## config.mk

```make
export PLATFORM = sky130hd
export DESIGN_NAME = hazard_scoreboard_flat
export DESIGN_NICKNAME = d
export VERILOG_FILES = /design/src/rtl/pipe_pkg.sv /design/src/rtl/hazard_scoreboard_if.sv /design/src/rtl/hazard_scoreboard_src_match_unit.sv /design/src/rtl/hazard_scoreboard.sv /design/src/flat_wrapper.sv
export SDC_FILE = /design/constraint.sdc
export NUM_CORES = 1
export LEC_CHECK = 0
export BUFFER_PORTS_ARGS = -buffer_cell sky130_fd_sc_hd__buf_4
export CORE_MARGIN = 1
export CORE_UTILIZATION = 40
export DETAILED_ROUTE_END_ITERATION = 6
export GPL_ROUTABILITY_DRIVEN = 0
export PLACE_DENSITY = 0.75
export SLEW_MARGIN = 10
export SYNTH_ARGS = -nofsm -noshare
export SYNTH_HDL_FRONTEND = slang
export SYNTH_SLANG_ARGS = --single-unit
```

## constraint.sdc

```tcl
create_clock -name clk -period 2.74 [get_ports clk]
set_clock_uncertainty 0.2 [all_clocks]
set_input_delay 0.548 -clock clk [delete_from_list [all_inputs] [get_ports clk]]
set_output_delay 0.548 -clock clk [all_outputs]
set_load 0.005 [all_outputs]
```

## src/rtl/pipe_pkg.sv

```systemverilog
// Shared pipeline definitions: register index width, scoreboard entry layout and
// the deepest supported tracking window.
package pipe_pkg;

    localparam int unsigned REG_ADDR_W = 4;
    localparam int unsigned DEPTH_MAX  = 4;

    typedef struct packed {
        logic                  valid;
        logic [REG_ADDR_W-1:0] dest;
        logic                  is_load;
    } sb_entry_t;

endpackage

```

## src/rtl/hazard_scoreboard_if.sv

```systemverilog
// ID-stage <-> hazard scoreboard signal bundle.
// Optional stall statistics appear when HAZARD_STALL_STATS_EN is defined.
interface hazard_scoreboard_if #(
    parameter int unsigned REG_ADDR_W = pipe_pkg::REG_ADDR_W,
    parameter int unsigned NUM_SRC    = 3
);

    logic                          id_valid;
    logic [NUM_SRC*REG_ADDR_W-1:0] id_src;
    logic [NUM_SRC-1:0]            id_src_used;
    logic [REG_ADDR_W-1:0]         id_dest;
    logic                          id_wb_en;
    logic                          id_is_load;
    logic                          forward_en;
    logic                          freeze;
    logic                          flush;
    logic                          hazard_detected;
    logic [2**REG_ADDR_W-1:0]      pending;
`ifdef HAZARD_STALL_STATS_EN
    logic [31:0]                   stall_cycles;
    logic [7:0]                    max_stall_run;
`endif

    modport master (
`ifdef HAZARD_STALL_STATS_EN
        input  stall_cycles,
        input  max_stall_run,
`endif
        output id_valid,
        output id_src,
        output id_src_used,
        output id_dest,
        output id_wb_en,
        output id_is_load,
        output forward_en,
        output freeze,
        output flush,
        input  hazard_detected,
        input  pending
    );

    modport slave (
`ifdef HAZARD_STALL_STATS_EN
        output stall_cycles,
        output max_stall_run,
`endif
        input  id_valid,
        input  id_src,
        input  id_src_used,
        input  id_dest,
        input  id_wb_en,
        input  id_is_load,
        input  forward_en,
        input  freeze,
        input  flush,
        output hazard_detected,
        output pending
    );

endinterface

```

## src/rtl/hazard_scoreboard_src_match_unit.sv

```systemverilog
// Compares one ID source slot against every tracked in-flight write-back.
module src_match_unit
    import pipe_pkg::*;
#(
    parameter int unsigned DEPTH = 2
) (
    input  logic                  id_valid,
    input  logic                  src_used,
    input  logic [REG_ADDR_W-1:0] src,
    input  sb_entry_t [DEPTH-1:0] entries,
    output logic                  any_match,
    output logic                  load_exe_match
);

    logic reading;

    assign reading = id_valid & src_used;

    always_comb begin
        any_match = 1'b0;
        for (int unsigned i = 0; i < DEPTH; i++) begin
            if (reading && entries[i].valid && (entries[i].dest == src)) begin
                any_match = 1'b1;
            end
        end
    end

    // Only a load still in EXE cannot be forwarded in time.
    assign load_exe_match = reading & entries[0].valid & entries[0].is_load &
                            (entries[0].dest == src);

endmodule

```

## src/rtl/hazard_scoreboard.sv

```systemverilog
// ID-side hazard scoreboard: tracks DEPTH in-flight write-backs and raises the ID/IF stall.
// Optional stall statistics are enabled with HAZARD_STALL_STATS_EN.
module hazard_scoreboard
    import pipe_pkg::*;
#(
    parameter int unsigned REG_ADDR_W = pipe_pkg::REG_ADDR_W,
    parameter int unsigned NUM_SRC    = 3,
    parameter int unsigned DEPTH      = 2
) (
    input  logic               clk,
    input  logic               rst,
    hazard_scoreboard_if.slave sb
);

    sb_entry_t [DEPTH-1:0] entry_q, entry_d;
    logic [NUM_SRC-1:0]    any_match;
    logic [NUM_SRC-1:0]    load_match;
    logic                  hazard;
    logic [2**REG_ADDR_W-1:0] pending;

    for (genvar k = 0; k < NUM_SRC; k++) begin : g_src
        src_match_unit #(.DEPTH(DEPTH)) u_match (
            .id_valid       (sb.id_valid),
            .src_used       (sb.id_src_used[k]),
            .src            (sb.id_src[k*REG_ADDR_W +: REG_ADDR_W]),
            .entries        (entry_q),
            .any_match      (any_match[k]),
            .load_exe_match (load_match[k])
        );
    end

    always_comb begin
        hazard = 1'b0;
        if (rst && !sb.flush && sb.id_valid) begin
            hazard = sb.forward_en ? (|load_match) : (|any_match);
        end
    end

    always_comb begin
        pending = '0;
        for (int unsigned i = 0; i < DEPTH; i++) begin
            if (entry_q[i].valid) begin
                pending[entry_q[i].dest] = 1'b1;
            end
        end
    end

    assign sb.hazard_detected = hazard;
    assign sb.pending         = pending;

    always_comb begin
        entry_d = entry_q;
        if (sb.flush) begin
            entry_d = '0;
        end else if (!sb.freeze) begin
            for (int unsigned i = DEPTH - 1; i > 0; i--) begin
                entry_d[i] = entry_q[i-1];
            end
            // A stalled or empty ID slot becomes a bubble; non-writers also enter invalid.
            if (hazard || !sb.id_valid || !sb.id_wb_en) begin
                entry_d[0] = '0;
            end else begin
                entry_d[0].valid   = 1'b1;
                entry_d[0].dest    = sb.id_dest;
                entry_d[0].is_load = sb.id_is_load;
            end
        end
    end

    always_ff @(posedge clk) begin
        if (!rst) begin
            entry_q <= '0;
        end else begin
            entry_q <= entry_d;
        end
    end

`ifdef HAZARD_STALL_STATS_EN
    logic [31:0] stall_cycles_q, stall_cycles_d;
    logic [7:0]  run_q, run_d;
    logic [7:0]  max_run_q, max_run_d;

    always_comb begin
        stall_cycles_d = stall_cycles_q;
        run_d          = run_q;
        max_run_d      = max_run_q;
        if (!sb.freeze) begin
            if (hazard) begin
                stall_cycles_d = stall_cycles_q + 32'd1;
                run_d          = (run_q == 8'hFF) ? run_q : run_q + 8'd1;
            end else begin
                run_d = '0;
            end
            if (run_d > max_run_q) begin
                max_run_d = run_d;
            end
        end
    end

    always_ff @(posedge clk) begin
        if (!rst) begin
            stall_cycles_q <= '0;
            run_q          <= '0;
            max_run_q      <= '0;
        end else begin
            stall_cycles_q <= stall_cycles_d;
            run_q          <= run_d;
            max_run_q      <= max_run_d;
        end
    end

    assign sb.stall_cycles  = stall_cycles_q;
    assign sb.max_stall_run = max_run_q;
`endif

endmodule

```

## src/flat_wrapper.sv

```systemverilog
// flat-port wrapper written by rule: the top's interface ports become plain ports
module hazard_scoreboard_flat import pipe_pkg::*;
#(
    parameter int unsigned REG_ADDR_W = pipe_pkg::REG_ADDR_W,
    parameter int unsigned NUM_SRC    = 3,
    parameter int unsigned DEPTH      = 2
)
  (clk, rst, sb_id_valid, sb_id_src, sb_id_src_used, sb_id_dest, sb_id_wb_en, sb_id_is_load, sb_forward_en, sb_freeze, sb_flush, sb_hazard_detected, sb_pending);
  hazard_scoreboard_if #(.REG_ADDR_W(REG_ADDR_W), .NUM_SRC(NUM_SRC)) sb_i ();
  input  logic clk;
  input  logic rst;
  input wire logic [$bits(sb_i.id_valid)-1:0] sb_id_valid;
  input wire logic [$bits(sb_i.id_src)-1:0] sb_id_src;
  input wire logic [$bits(sb_i.id_src_used)-1:0] sb_id_src_used;
  input wire logic [$bits(sb_i.id_dest)-1:0] sb_id_dest;
  input wire logic [$bits(sb_i.id_wb_en)-1:0] sb_id_wb_en;
  input wire logic [$bits(sb_i.id_is_load)-1:0] sb_id_is_load;
  input wire logic [$bits(sb_i.forward_en)-1:0] sb_forward_en;
  input wire logic [$bits(sb_i.freeze)-1:0] sb_freeze;
  input wire logic [$bits(sb_i.flush)-1:0] sb_flush;
  output wire logic [$bits(sb_i.hazard_detected)-1:0] sb_hazard_detected;
  output wire logic [$bits(sb_i.pending)-1:0] sb_pending;
  assign sb_i.id_valid = sb_id_valid;
  assign sb_i.id_src = sb_id_src;
  assign sb_i.id_src_used = sb_id_src_used;
  assign sb_i.id_dest = sb_id_dest;
  assign sb_i.id_wb_en = sb_id_wb_en;
  assign sb_i.id_is_load = sb_id_is_load;
  assign sb_i.forward_en = sb_forward_en;
  assign sb_i.freeze = sb_freeze;
  assign sb_i.flush = sb_flush;
  assign sb_hazard_detected = sb_i.hazard_detected;
  assign sb_pending = sb_i.pending;
  hazard_scoreboard #(.REG_ADDR_W(REG_ADDR_W), .NUM_SRC(NUM_SRC), .DEPTH(DEPTH)) u_core (.clk(clk), .rst(rst), .sb(sb_i));
endmodule
```

==> impl_metrics.env <==
export IMPL_wirelength_mm=3.125
export IMPL_cts_tree="built"
export IMPL_drive_gt1_frac=0.4198
export IMPL_synthArstFlopShare=0
export IMPL_routedWlPerCell_um=16.28
export IMPL_max_slew_worst_pin_slew_ns=0.4417
export IMPL_die_area_um2=2804
export IMPL_n_antenna_cell=0
export IMPL_coreArea_um2=2455
export IMPL_synth_distinct_cells=29
export IMPL_critPathSlowestCell="dfxtp_4"
export IMPL_cts_buffer_depth=2
export IMPL_cts_htree_levels=1
export IMPL_synth_flop_cell="dfxtp_1"
export IMPL_vias=1118
export IMPL_via_per_inst=5.823
export IMPL_grt_pass1_vias=1058
export IMPL_grt_util_all_layers=0.2400
export IMPL_syn_instance_count=124
export IMPL_ys_seq_area_frac=0.2120
export IMPL_die_y_um=52.96
export IMPL_design_portCount=44
export IMPL_leakage_uw=0.0005996
export IMPL_grt_max_degree=12
export IMPL_drc=0
export IMPL_setup_viol=0
export IMPL_slew_headroom=0.7028
export IMPL_power_density_nw_per_um2=248.9
export IMPL_syn_avg_cell_area_um2=8.375
export IMPL_status="complete, no violations"
export IMPL_path_clk_slew_ns=0.07
export IMPL_rows=18
export IMPL_synth_top_area_frac=0.2120
export IMPL_synth_seq_cells=11
export IMPL_ant_nets=0
export IMPL_post_route_period_util=0.9581
export IMPL_peakVddDrop_v=0.0003306
export IMPL_dp_slack_ns=0.1758
export IMPL_clk_latency_ns=0.27
export IMPL_drtPass1Iterations=4
export IMPL_root_buffer="clkbuf_4"
export IMPL_worstSetupPathType="flip-flop to output port"
export IMPL_required_ns=1.99
export IMPL_timing_final_ws_setup_ns=0.1148
export IMPL_post_route_util=0.5693
export IMPL_drv_cap=0
export IMPL_drv_slew=0
export IMPL_min_period_ns=2.625
export IMPL_top_register="u_core.entry_q"
export IMPL_grt_antenna_before_repair=0
export IMPL_cp_max_fo=9
export IMPL_synth_fp_nets=151
export IMPL_port_buffers=43
export IMPL_synthesis_area_um2=1038
export IMPL_syn2layout_area_growth_pct=34.58
export IMPL_cts_hold_buf=0
export IMPL_start_util=0.4230
export IMPL_grt_pass1_wl_mm=4.864
export IMPL_synth_area_leaders="dfxtp_1 (21%), xor2_1 (15%), o22ai_1 (9.0%)"
export IMPL_power_uw=347.8
export IMPL_fin_setup_tns_ns=0
export IMPL_ys_warn_count=0
export IMPL_synth_edff_count=0
export IMPL_cts_made_buffers=3
export IMPL_endpoint_kind="output port"
export IMPL_fmax_ghz=0.3809
export IMPL_synth_top_cell_by_area="dfxtp_1"
export IMPL_cp_cell_sequence="xnor2_1, nand4_1, nor4_1, or3_4, nand2_1, o22ai_1, buf_4"
export IMPL_cts_sinks=11
export IMPL_grt_ovfl_total=0
export IMPL_reg_top3="u_core.entry_q x11"
export IMPL_start_kind="flip-flop"
export IMPL_min_path_type="input port to flip-flop"
export IMPL_die_x_um=52.96
export IMPL_drtIter0Drc=35
export IMPL_max_stage_delay_ns=0.39
export IMPL_largest_reg_flops=11
export IMPL_hold_violations=0
export IMPL_cp_data_arrival_time_ns=1.88
export IMPL_nNetsFinal=190
export IMPL_dp_hpwl_mm=2.304
export IMPL_rsz0062_at_grt="no"
==> what timing repair did <==
action,in CTS,in global routing
buffers inserted,0,0
setup endpoints to repair,1,1
gates resized for setup,2,12
gates cloned,0,0
==> placed cells by master (no fill, tap or decap), types with 4 or more instances in the layout <==
master	n
nand3_1	4
nand2_1	5
nand2b_1	5
xnor2_1	6
a22o_1	5
buf_4	45
o22ai_1	15
dfxtp_4	4
dfxtp_2	4
nand4_1	7
mux2i_1	5
nor2_1	7
nand3b_1	4
xor2_1	18
==> power by group <==
group / internal (uW) / total (uW) / switching, uW
registers: 159 / 164 / 5.40
clock network: 54.0 / 110 / 55.7
logic: 42.4 / 74.0 / 31.7
==> kinds of logic after synthesis <==
| family | synth area share |
|---|---|
| AO/OA/AOI/OAI | 0.1843 |
| buffers and inverters | 0.07951 |
| flip-flops | 0.2120 |
| AND/OR/NAND/NOR | 0.2735 |
| multiplexers | 0.04819 |
| XOR/XNOR | 0.2024 |
==> final cells by class <==
| class | count | area (um2) |
|---|---|---|
| fillers | 222 | 1057 |
| multi-input cells | 100 | 747.0 |
| repair buffers | 45 | 337.8 |
| flip-flops and latches | 11 | 240.2 |
| well taps | 30 | 37.54 |
| clock buffers | 3 | 22.52 |
| inverters | 2 | 7.507 |
| clock inverters | 1 | 5.005 |
==> cell usage after synthesis (3+ instances only) <==
cell,n
xor2_1,18
o22ai_1,15
dfxtp_1,11
nand4_1,7
nor2_1,7
xnor2_1,6
a22o_1,5
mux2i_1,5
nand2_1,5
nand2b_1,5
nand3_1,4
nand3b_1,4
nor4_1,4
buf_2,3
buf_6,3
clkbuf_1,3
or2_2,3
==> metal layers <==
metal  track usage  wire length (um)  part of all wire  vias up
met1        0.2864              1289              0.41      541
met2        0.4262              1661              0.53       37
li1              -                 -                 -      535
met4       0.06579                27            0.0086        0
met5             0                 0                 0        -
met3       0.05172               147             0.047        5
==> critical path: cells and delay by family, from the launching register on <==
family                 cells  cell delay (ns)
flip-flops                 1             0.39
buffers and inverters      1             0.13
AND/OR/NAND/NOR            4             0.75
XOR/XNOR                   1             0.17
AO/OA/AOI/OAI              1             0.16
==> metrics by stage <==
| stage | instances | instance area (um2) | hold WS, ns |
|---|---|---|---|
| after detailed placement | 188 | 1339 | 0.3641 |
| final | 192 | 1398 | 0.2867 |
| after CTS | 192 | 1369 | 0.2820 |
| after global placement | 188 | 1339 | 0.3246 |
| after floorplan | 124 | 1039 | 0.2728 |
| after global routing | 192 | 1398 | 0.2759 |
==> path summary, 6_finish.rpt <==
| check | start | to | slack (ns) | cells past startpoint |
|---|---|---|---|---|
| setup / recovery | u_core.entry_q[2] | sb_hazard_detected | 0.11 | 7 |
| hold / removal | sb_id_dest[2] | u_core.entry_q[3] | 0.29 | 2 |
| setup reg to reg | u_core.entry_q[11] | u_core.entry_q[0] | 0.80 | 5 |
| hold reg to reg | u_core.entry_q[3] | u_core.entry_q[3] | 0.38 | 1 |
(Power assumes the default switching activity.)
